<file path="src/rtl/uart_pkg.sv">
// Shared UART definitions: default byte width and the TX FIFO drain FSM states.
package uart_pkg;

    localparam int UART_DATA_W = 8;

    typedef enum logic [1:0] {
        TXF_IDLE      = 2'd0,
        TXF_WAIT_BUSY = 2'd1,
        TXF_WAIT_DONE = 2'd2
    } tx_fifo_state_t;

endpackage

</file>
<file path="src/rtl/uart_fifo_mem.sv">
// Simple dual-port register array: synchronous write, combinational read.
module uart_fifo_mem #(
    parameter int DEPTH  = 16,
    parameter int DATA_W = 8
) (
    input  logic                     clk,
    input  logic                     we,
    input  logic [$clog2(DEPTH)-1:0] waddr,
    input  logic [DATA_W-1:0]        wdata,
    input  logic [$clog2(DEPTH)-1:0] raddr,
    output logic [DATA_W-1:0]        rdata
);

    logic [DATA_W-1:0] mem_q [DEPTH];

    always_ff @(posedge clk) begin
        if (we) begin
            mem_q[waddr] <= wdata;
        end
    end

    assign rdata = mem_q[raddr];

endmodule

</file>
<file path="src/rtl/uart_tx_fifo.sv">
// Transmit byte FIFO that drains into uart_tx via tx_start/tx_data/tx_busy.
// Define UART_TX_FIFO_OVF_EN to add the sticky ovf flag and ovf_clr input.
module uart_tx_fifo
    import uart_pkg::*;
#(
    parameter int DEPTH  = 16,
    parameter int DATA_W = UART_DATA_W,
    parameter int GUARD  = 4
) (
    input  logic                     clk,
    input  logic                     rst,
    input  logic                     wr_en,
    input  logic [DATA_W-1:0]        wr_data,
    output logic                     full,
    output logic                     empty,
    output logic [$clog2(DEPTH):0]   level,
    input  logic                     tx_busy,
    output logic                     tx_start,
    output logic [DATA_W-1:0]        tx_data
`ifdef UART_TX_FIFO_OVF_EN
    ,
    output logic                     ovf,
    input  logic                     ovf_clr
`endif
);

    localparam int AW = $clog2(DEPTH);
    localparam int LW = AW + 1;
    localparam int GW = $clog2(GUARD + 1);

    logic [AW-1:0]     wr_ptr_q, wr_ptr_d;
    logic [AW-1:0]     rd_ptr_q, rd_ptr_d;
    logic [LW-1:0]     level_q, level_d;
    logic [GW-1:0]     guard_q, guard_d;
    tx_fifo_state_t    state_q, state_d;
    logic              tx_start_q, tx_start_d;
    logic [DATA_W-1:0] tx_data_q, tx_data_d;
    logic [DATA_W-1:0] rd_data;
    logic              full_w;
    logic              accept;
    logic              pop;

    uart_fifo_mem #(
        .DEPTH  (DEPTH),
        .DATA_W (DATA_W)
    ) u_mem (
        .clk   (clk),
        .we    (accept),
        .waddr (wr_ptr_q),
        .wdata (wr_data),
        .raddr (rd_ptr_q),
        .rdata (rd_data)
    );

    assign full_w = (level_q == LW'(DEPTH));

    always_comb begin
        accept     = wr_en && !full_w;
        pop        = (state_q == TXF_IDLE) && (level_q != '0) && !tx_busy;
        wr_ptr_d   = wr_ptr_q;
        rd_ptr_d   = rd_ptr_q;
        level_d    = level_q;
        state_d    = state_q;
        guard_d    = guard_q;
        tx_start_d = 1'b0;
        tx_data_d  = tx_data_q;

        if (accept) begin
            wr_ptr_d = wr_ptr_q + AW'(1);
        end
        if (pop) begin
            rd_ptr_d   = rd_ptr_q + AW'(1);
            tx_start_d = 1'b1;
            tx_data_d  = rd_data;
        end

        unique case ({accept, pop})
            2'b10:   level_d = level_q + LW'(1);
            2'b01:   level_d = level_q - LW'(1);
            default: level_d = level_q;
        endcase

        // Guard timeout covers a uart_tx that never raises busy.
        unique case (state_q)
            TXF_IDLE: begin
                if (pop) begin
                    state_d = TXF_WAIT_BUSY;
                    guard_d = '0;
                end
            end
            TXF_WAIT_BUSY: begin
                if (tx_busy) begin
                    state_d = TXF_WAIT_DONE;
                end else begin
                    guard_d = guard_q + GW'(1);
                    if (guard_d == GW'(GUARD - 1)) begin
                        state_d = TXF_IDLE;
                    end
                end
            end
            TXF_WAIT_DONE: begin
                if (!tx_busy) begin
                    state_d = TXF_IDLE;
                end
            end
            default: state_d = TXF_IDLE;
        endcase
    end

    always_ff @(posedge clk) begin
        if (!rst) begin
            wr_ptr_q   <= '0;
            rd_ptr_q   <= '0;
            level_q    <= '0;
            guard_q    <= '0;
            state_q    <= TXF_IDLE;
            tx_start_q <= 1'b0;
            tx_data_q  <= '0;
        end else begin
            wr_ptr_q   <= wr_ptr_d;
            rd_ptr_q   <= rd_ptr_d;
            level_q    <= level_d;
            guard_q    <= guard_d;
            state_q    <= state_d;
            tx_start_q <= tx_start_d;
            tx_data_q  <= tx_data_d;
        end
    end

`ifdef UART_TX_FIFO_OVF_EN
    logic ovf_q, ovf_d;

    // A drop in the same cycle as a clear wins.
    always_comb begin
        ovf_d = ovf_q;
        if (ovf_clr) begin
            ovf_d = 1'b0;
        end
        if (wr_en && full_w) begin
            ovf_d = 1'b1;
        end
    end

    always_ff @(posedge clk) begin
        if (!rst) begin
            ovf_q <= 1'b0;
        end else begin
            ovf_q <= ovf_d;
        end
    end

    assign ovf = ovf_q;
`endif

    assign full     = full_w;
    assign empty    = (level_q == '0);
    assign level    = level_q;
    assign tx_start = tx_start_q;
    assign tx_data  = tx_data_q;

endmodule

</file>
<file path="config.mk">
export PLATFORM = sky130hd
export DESIGN_NAME = uart_tx_fifo
export DESIGN_NICKNAME = d
export VERILOG_FILES = /design/src/rtl/uart_pkg.sv /design/src/rtl/uart_fifo_mem.sv /design/src/rtl/uart_tx_fifo.sv
export SDC_FILE = /design/constraint.sdc
export NUM_CORES = 1
export LEC_CHECK = 0
export CAP_MARGIN = 20
export CORE_MARGIN = 2
export CORE_UTILIZATION = 35
export DETAILED_ROUTE_END_ITERATION = 16
export GPL_TIMING_DRIVEN = 0
export RECOVER_POWER = 25
export SYNTH_ARGS = -nofsm -noshare
export SYNTH_HDL_FRONTEND = slang
export SYNTH_SLANG_ARGS = --single-unit
export TNS_END_PERCENT = 30
</file>
<file path="constraint.sdc">
create_clock -name clk -period 4.2 [get_ports clk]
set_clock_uncertainty 0.2 [all_clocks]
set_input_delay 0.42 -clock clk [delete_from_list [all_inputs] [get_ports clk]]
set_output_delay 0.42 -clock clk [all_outputs]
set_load 0.02 [all_outputs]
</file>
# Word-level counts from Yosys, hierarchy flattened
# Memories as Yosys holds them, arrays and structs flattened. A register that Yosys moved wholly into a read port is not among the register bits.
# Index checks and enable logic that the tools add are counted.
[totals]
reg_bits = 19
latchBits = 0
mem_bits_rw = 128
romBits = 0
inputBits = 12
output_inout_bits = 16
wordCells = 47
n_memories = 1
[memory_table]
columns = ["name", "depth", "width", "read_ports", "rd_ports_with_merged_regs", "write_ports", "line_no", "source"]
rows = [
  ["u_mem.mem_q", 16, 8, 1, 1, 1, "uart_fifo_mem.sv:14", "logic [DATA_W-1:0] mem_q [DEPTH];"],
]
[op_classes]
n_addsub = 5
multipliers = 0
div_mod_pow = 0
order_cmp = 0
n_eq_ne = 10
shift = 0
muxes = 12
bitwise = 0
reduce_logical = 13
[ops]
columns = ["operator", "count"]
rows = [
  ["$pmux 5 s2", 1],
  ["$add 4x1->4 const B", 2],
  ["$mux 2", 4],
  ["$mux 3", 2],
  ["$ne 2x2->1 const B", 3],
  ["$pmux 2 s3", 1],
  ["$pmux 3 s2", 1],
  ["$reduce_and 3->1", 2],
  ["$add 5x1->5 const B", 1],
  ["$eq 5x5->1 const B", 1],
  ["$logic_not 5->1", 1],
  ["$reduce_bool 5->1", 1],
  ["$sub 5x1->5 const B", 1],
  ["$eq 2x1->1 const B", 2],
  ["$eq 2x2->1 const B", 2],
  ["$reduce_bool 2->1", 2],
  ["$add 3x1->3 const B", 1],
  ["$eq 3x2->1 const B", 1],
  ["$logic_and 1x1->1", 3],
  ["$logic_not 1->1", 3],
  ["$mux 1", 3],
  ["$ne 3x3->1 const B", 1],
  ["$logic_not 2->1", 1],
]

# Depth between registers and ports, before layout
# Gate-level depths: netlist of the first run.
[logic_depth]
word_depth = 5
depth_mapped = 12
mapped_depth_nobuf = 11

# Cells and area by module
# A second synthesis of the first run with hierarchy kept.
[unflattened]
cells_unflattened = 358
hier_area_um2 = 6263.5
[by_module_without_submodules]
columns = ["module", "instances", "cells_per_inst", "area_per_inst_um2", "seq_area_each_um2"]
rows = [
  ["uart_fifo_mem", 1, 221, 4987.3, 3843.7],
  ["uart_tx_fifo", 1, 137, 1276.2, 540.5],
]

# Least setup slack after synthesis of the first run
# OpenSTA, ideal clock, no wires.
[synth_timing]
path_kind = "reg-to-reg"
startpoint = "register level_q[1], in the netlist level[1]"
endpoint = "register level_q[4], in the netlist level[4]"
setup_time_ns = 0.076
t_arrival_ns = 2.880
t_required_ns = 3.924
setup_slack_ns = 1.044
stages_incl_launch_ff = 13
path_buffers = 1
synth_period_minus_slack_ns = 3.156
path_cell_list = "dfxtp_1 > nor4_2 > and2_4 > or4_4 > inv_2 > buf_4 > ha_1 > ha_1 > a21o_1 > a21oi_1 > xor2_1 > or3_1 > a21boi_0"
[synth_between]
elab_chain_cells = 5
word_cells_on_any_way = 12
cone_classes = "2 x add/sub; 3 x eq/ne; 1 x mux; 6 x reduce/logical"
[synth_lines]
columns = ["element", "line_no", "source"]
rows = [
  ["start: declaration", "uart_tx_fifo.sv:33", "logic [LW-1:0] level_q, level_d;"],
  ["start signal: assignment", "uart_tx_fifo.sv:122", "level_q <= level_d;"],
  ["$reduce_bool 5->1 (*)", "uart_tx_fifo.sv:59", "pop = (state_q == TXF_IDLE) && (level_q != '0) && !tx_busy;"],
  ["$logic_and 1x1->1 (*) (2 in series)", "uart_tx_fifo.sv:59", ""],
  ["via pop", "uart_tx_fifo.sv:41", "logic pop;"],
  ["$eq 2x1->1 / $eq 2x2->1 (equally long branches)", "uart_tx_fifo.sv:77", "unique case ({accept, pop})"],
  ["$pmux 5 s2 / $reduce_bool 2->1 (equally long branches)", "-", ""],
]
# The timed path passes the listed nets; every way through them passes the cells marked *.
# A chain may end at the register's enable or synchronous reset.

# Worst setup path in the final report of the first run
# Ends and elaborated chain as after synthesis.

==> results_dict.tcl, run 1 <==
set metrics [dict create \
    status "completed" \
    grt_max_degree 17 \
    syn_nets 429 \
    grt_setup_unrepaired "false" \
    p_int_mw 3.11 \
    dieHeight_um 138 \
    slew_headroom_pct 38.0 \
    hp-start "tx_data[6]$_SDFFE_PN0P_" \
    fin_nets 478 \
    gp_congestion 0.807 \
    power.density_nw_per_um2 568 \
    drive_gt1_share_pct 11.3 \
    crit_required_ns 4.35 \
    hold_ws_ns 0.330 \
    finish.utilization_pct 42.7 \
    synth-seq-area-share_pct 70.2 \
    dieArea_um2 18900 \
    cts_buffer_depth 2 \
    area_growth_pct 18.8 \
    rr_startpoint "level[1]$_SDFFE_PN0P_" \
    crit_end "level[4]$_SDFFE_PN0P_" \
    layout.cells.non_filler 692 \
    io-pin-count 28 \
    tns_ns 0 \
    wl_per_cell_um 18.7 \
    final_cell_mix "edfxtp_1, mux2i_1, o22ai_1" \
    grt_pass1_vias 3463 \
    cts_setup_buffers 0 \
    cts_hold_buffers 0 \
    finalSetupViolations 0 \
    rows 48 \
    tightest_slew_ns 0.927 \
    comb_power_share_pct 19.6 \
    cts_root_buf "clkbuf_16" \
    synth-seq-cells 155 \
    worstSetupEndpointType "register" \
    max_freq_mhz 299 \
    drc 0 \
    vias 3483 \
    clkSinkCount 155 \
    clkTransAtPathRegs_ns 0.06 \
    rrSetupSlack_ns 0.85 \
    synthesis.area_um2 6240 \
    hpwl_um 8720 \
    layout.cells.most_common "edfxtp_1" \
    post-route-period-util_pct 79.7 \
    htreeDepth 4 \
    io_buffers 27 \
    cp_max_fo 10 \
    coreArea_um2 17400 \
    drtAntennaViolNets 0 \
    drt_first_pass_iters 4 \
    overflow 0 \
    avgViaCountPerCell 5.03 \
    drtIter0Drc 332 \
    die_w_um 138 \
    drt-total-wl_um 12900 \
    slew_violations 0 \
    antenna_found_initial 0 \
    final_cell_area_um2 7420 \
    tritoncts "yes" \
    sw_frac_of_total_pct 26.1 \
    ir_worst_vdd_mv 0.284 \
    critPathLaunchType "register" \
    grt_first_pass_wirelength_um 19900 \
    post_cts_resized 0 \
    criticalPathCategory "reg2reg" \
    synth.distinct_cells 38 \
    avgSynthCellArea_um2 15.4 \
    dpl-instance-area_um2 6820 \
    worstHoldPathType "reg2reg" \
    yosysWarningCount 0 \
    p_clk_share_pct 36.8 \
    r2r-end "level[4]$_SDFFE_PN0P_" \
    global_route.usage.total_pct 14.8 \
    layout_min_cycle_time_ns 3.35 \
    diodes 0 \
    clk_latency_ns 0.42 \
    p_seq_share_pct 43.6 \
    start_util_pct 36.0 \
    power.switching_mw 1.10 \
    arrival_ns 3.50 \
    dp.cells 660 \
    reg2reg_depth 12 \
    postSynthCellCount 405 \
    startpoint "level[1]$_SDFFE_PN0P_" \
    hold_viol_final 0 \
    maxCapViolCount 0 \
    numCtsBuffers 17 \
    leakagePower_nw 2.39 \
]
[cells by family (layout without fill, tap and decap cells)]
family | after synthesis | in the layout | synth area share [%]
compound gates | 60 | 60 | 5.75
xor+xnor | 12 | 12 | 1.68
fa+ha+maj | 12 | 12 | 2.53
buf+inv | 26 | 88 | 2.18
flops | 155 | 155 | 70.2
mux | 62 | 62 | 10.9
simple gates | 78 | 78 | 6.67
[Yosys cell counts]
library cell	n	share of area, %
ha_1	11	2.2
inv_1	5	0.30
edfxtp_1	128	62
or4_4	1	0.18
a21boi_2	1	0.18
nor3_1	4	0.32
a21boi_0	3	0.36
nand3b_1	3	0.36
xor2_1	4	0.56
mux4_2	5	1.8
inv_2	1	0.060
a21o_1	2	0.24
or3b_2	1	0.14
nor4_1	7	0.70
and3_1	1	0.10
a21oi_1	12	0.96
mux2i_1	57	9.1
clkbuf_1	7	0.42
nand2_1	15	0.90
nor2_1	20	1.2
and2_1	12	1.2
buf_6	2	0.36
nor4_2	1	0.20
xnor2_1	8	1.1
buf_4	4	0.48
nand3_1	1	0.080
nand2b_1	2	0.20
and2_4	1	0.14
o21ai_0	12	0.96
buf_2	7	0.56
or3_1	2	0.20
dfxtp_1	27	8.7
nor2b_1	4	0.40
nand4b_1	1	0.14
o22ai_1	29	2.9
a311oi_1	1	0.14
fa_1	1	0.32
nand4_1	2	0.20
[routing by layer]
metal | vias up | part of all wire [%] | track usage [%]
li1 | 1646 | - | -
met1 | 1751 | 45 | 18.9
met2 | 72 | 50 | 24.6
met3 | 14 | 3.8 | 3.97
met4 | 0 | 1.5 | 5.04
met5 | - | 0 | 0
[power by group through the flow]
| stage | Clock, mW | Sequential (mW) | Combinational (mW) |
|---|---|---|---|
| global route | 1.65 | 1.85 | 0.895 |
| global placement | 0 | 1.86 | 0.800 |
| floorplan | 0 | 1.93 | 0.438 |
| finish | 1.55 | 1.84 | 0.825 |
| CTS | 1.57 | 1.84 | 0.827 |
| detailed placement | 0 | 1.87 | 0.823 |
[stage by stage]
| stage | worst slack, ns | total power, mW |
|---|---|---|
| detailed placement | 0.615 | 2.69 |
| floorplan | 1.04 | 2.37 |
| CTS | 0.817 | 4.24 |
| global route | 0.616 | 4.39 |
| finish | 0.853 | 4.21 |
| global placement | 0.699 | 2.66 |
[worst min-delay path by stage]
stage / to / slack, ns / depth (start not counted)
6_report: tx_data[6]$_SDFFE_PN0P_ / 0.33 / 2
3_3_place_gp: guard_q[2]$_SDFFE_PN0P_ / 0.30 / 2
5_1_grt: tx_data[6]$_SDFFE_PN0P_ / 0.37 / 2
2_1_floorplan: guard_q[2]$_SDFFE_PN0P_ / 0.28 / 2
4_1_cts: guard_q[2]$_SDFFE_PN0P_ / 0.32 / 2
3_5_place_dp: tx_data[6]$_SDFFE_PN0P_ / 0.31 / 2
[flip-flops by register name, summed over array words and instances, names as in the netlist]
name / cells
state_q: 2
u_mem.mem_q: 128
tx_start: 1
level: 5
rd_ptr_q: 4
wr_ptr_q: 4
guard_q: 3
tx_data: 8
[layout make-up]
type	instances	area [um^2]
Fill cell	1533	9940
Sequential cell	155	4380
Multi-Input combinational cell	224	1730
Clock buffer	22	444
Timing Repair Buffer	30	293
Tap cell	225	282
Clock inverter	10	150
Buffer	20	114
Inverter	6	22.5
[critical path, cell delays in order, from the launching register on]
cell and delay, ns:
dfxtp_1 0.44, nor4_2 0.11, and2_4 0.18, or4_4 0.43, inv_2 0.11, buf_4 0.21
ha_1 0.32, ha_1 0.32, a21o_1 0.19, a21oi_1 0.18, xor2_1 0.09, or3_1 0.31
a21boi_0 0.16
No activity file was read; power rests on OpenSTA's default activity.
==> run 2, diff against run 1 <==
- clock period: 4.2 -> 3.5 ns (I/O delays scaled with it)
==> run 2 against run 1 <==
Against the previous run: count of clock-buffer cells in the layout is the same; first-iteration DRC count shrank 0.90%; via count is 0.43% higher; combinational power up 20%; cell area about the same; worst hold slack about the same; clock power increased by 20%; register-to-register slack got worse by 0.63 ns.
==> results_dict.tcl, run 2 (synthesis gave the netlist of run 1 again) <==
set metrics [dict create \
    critPathLaunchType "register" \
    hp-start "tx_data[6]$_SDFFE_PN0P_" \
    use_met3_pct 3.97 \
    r2r-end "level[4]$_SDFFE_PN0P_" \
    htreeDepth 4 \
    vias 3498 \
    finalSetupViolations 0 \
    path_buf_inv 2 \
    worstHoldEndpoint "tx_data[6]$_SDFFE_PN0P_" \
    drc 0 \
    leakagePower_nw 2.39 \
    post-route-period-util_pct 93.7 \
    clk_latency_ns 0.42 \
    clkTransAtPathRegs_ns 0.06 \
    grt_setup_unrepaired "false" \
    crit_path_top_delay_cell "dfxtp_1" \
    antenna_found_initial 0 \
    pre_cts_ws_ns -0.0150 \
    cts_setup_buffers 0 \
    largest_register_ffs 128 \
    reg2reg_depth 12 \
    drtAntennaViolNets 0 \
    fill_cells 1533 \
    clkSinkCount 155 \
    slowest_delay_ns 0.45 \
    drt_first_pass_iters 4 \
    diodes 0 \
    drive_gt1_share_pct 11.6 \
    hold_ws_ns 0.330 \
    rr_startpoint "level[1]$_SDFFE_PN0P_" \
    tightest_slew_ns 0.928 \
    rrSetupSlack_ns 0.22 \
    ir_worst_vdd_mv 0.341 \
    critPathTopFamily "simple AND/OR/NAND/NOR gates" \
    worst_slack_ns 0.220 \
    coreArea_um2 17400 \
    hold_viol_final 0 \
    holdPathStages 2 \
    status "completed" \
    layout.cells.most_common "edfxtp_1" \
    met1_usage_pct 18.9 \
    worstHoldPathType "reg2reg" \
    cts_root_buf "clkbuf_16" \
    cp_cell_sequence "nor4_2, and2_4, or4_4, inv_2, buf_4, ha_2, ha_1, a21o_1, a21oi_1, xor2_1, or3_1, a21boi_0" \
    die_w_um 138 \
    wl_per_cell_um 18.8 \
    overflow 0 \
    worstSetupEndpointType "register" \
    arrival_ns 3.43 \
    dieArea_um2 18900 \
    grt_max_degree 17 \
    slew_headroom_pct 37.9 \
    max_freq_mhz 305 \
    fin_nets 478 \
    drt-total-wl_um 13000 \
    maxCapViolCount 0 \
    drtIter0Drc 329 \
    global_route.usage.total_pct 14.8 \
    criticalPathCategory "reg2reg" \
    numCtsBuffers 17 \
    grt_pass1_vias 3463 \
    use_met2_pct 24.6 \
    tritoncts "yes" \
    regMostFlops "u_mem.mem_q" \
    io-pin-count 28 \
    avgViaCountPerCell 5.05 \
    crit_required_ns 3.65 \
    layout_min_cycle_time_ns 3.28 \
    cts_hold_buffers 0 \
    rows 48 \
    slew_violations 0 \
    tns_ns 0 \
    final_cell_mix "edfxtp_1, mux2i_1, o22ai_1" \
    hpwl_um 8720 \
    cts_buffer_depth 2 \
    grt_busiest_layer "met2" \
    finish.utilization_pct 42.7 \
    dieHeight_um 138 \
    power.density_nw_per_um2 682 \
    area_growth_pct 18.8 \
    gp_congestion 0.807 \
    start_util_pct 36.0 \
    cp_max_fo 10 \
    io_buffers 27 \
    grt_first_pass_wirelength_um 19900 \
]
-- run 2: cell types whose count changed in the layout (fill, tap and decap cells not counted), sizes merged --
cell | previous run | this run
clkdlybuf4s50 | 21 | 22
dlygate4sd3 | 6 | 5
-- run 2: power breakdown --
| part | switching [mW] | leakage [nW] | internal [mW] | total [mW] |
|---|---|---|---|---|
| combinational | 0.565 | 0.727 | 0.428 | 0.992 |
| sequential | 0.0832 | 1.38 | 2.12 | 2.21 |
| clock | 0.674 | 0.287 | 1.18 | 1.86 |
| total | 1.32 | 2.39 | 3.73 | 5.06 |
-- run 2: routing by layer --
metal	routed length (um)	share of wire (%)
met1	5760	44
met3	512	3.9
met2	6500	50
met4	197	1.5
met5	0	0
-- run 2: stage by stage --
stage               instances  instance area (um^2)  power [mW]
floorplan                 405                  6240        2.84
global placement          657                  6790        3.20
detailed placement        660                  6820        3.23
CTS                       692                  7420        5.09
global route              692                  7420        5.27
finish                    692                  7420        5.06
-- run 2: worst max-delay path by stage --
stage	from	end	slack, ns	depth (start not counted)
floorplan	level[1]$_SDFFE_PN0P_	level[4]$_SDFFE_PN0P_	0.34	12
global placement	tx_busy	level[4]$_SDFFE_PN0P_	0.07	11
detailed placement	tx_busy	level[4]$_SDFFE_PN0P_	-0.01	11
CTS	level[1]$_SDFFE_PN0P_	level[4]$_SDFFE_PN0P_	0.12	12
global route	level[1]$_SDFFE_PN0P_	level[4]$_SDFFE_PN0P_	0.004	12
finish	level[1]$_SDFFE_PN0P_	level[4]$_SDFFE_PN0P_	0.22	12
-- run 2: worst reg2reg max path, stage by stage (launching register included) --
cell and delay, ns:
dfxtp_1 0.45, nor4_2 0.12, and2_4 0.18, or4_4 0.43, inv_2 0.12, buf_4 0.21, ha_2 0.28, ha_1 0.29
a21o_1 0.19, a21oi_1 0.18, xor2_1 0.09, or3_1 0.31, a21boi_0 0.16
-- run 2: layout make-up --
| type | count | area, um^2 | area share (%) |
|---|---|---|---|
| buffer | 20 | 114 | 1.53 |
| timing repair buffer | 30 | 293 | 3.95 |
| sequential | 155 | 4380 | 59.1 |
| multi-input combinational | 224 | 1730 | 23.3 |
| clock buffer | 22 | 444 | 5.99 |
| inverter | 6 | 22.5 | 0.304 |
| tap | 225 | 282 | 3.79 |
| clock inverter | 10 | 150 | 2.02 |
-- run 2: repair_timing --
item | 4_1_cts | 5_1_grt
hold endpoints to repair | 0 | 0
resized for setup | 0 | 1
setup endpoints to repair | 0 | 1
==> run 3, diff against run 2 <==
- clock period: 3.5 -> 4.2 ns (I/O delays scaled with it)
==> results of run 3 <==
The final DEF is identical to that of run 1; final timing and power are the same.
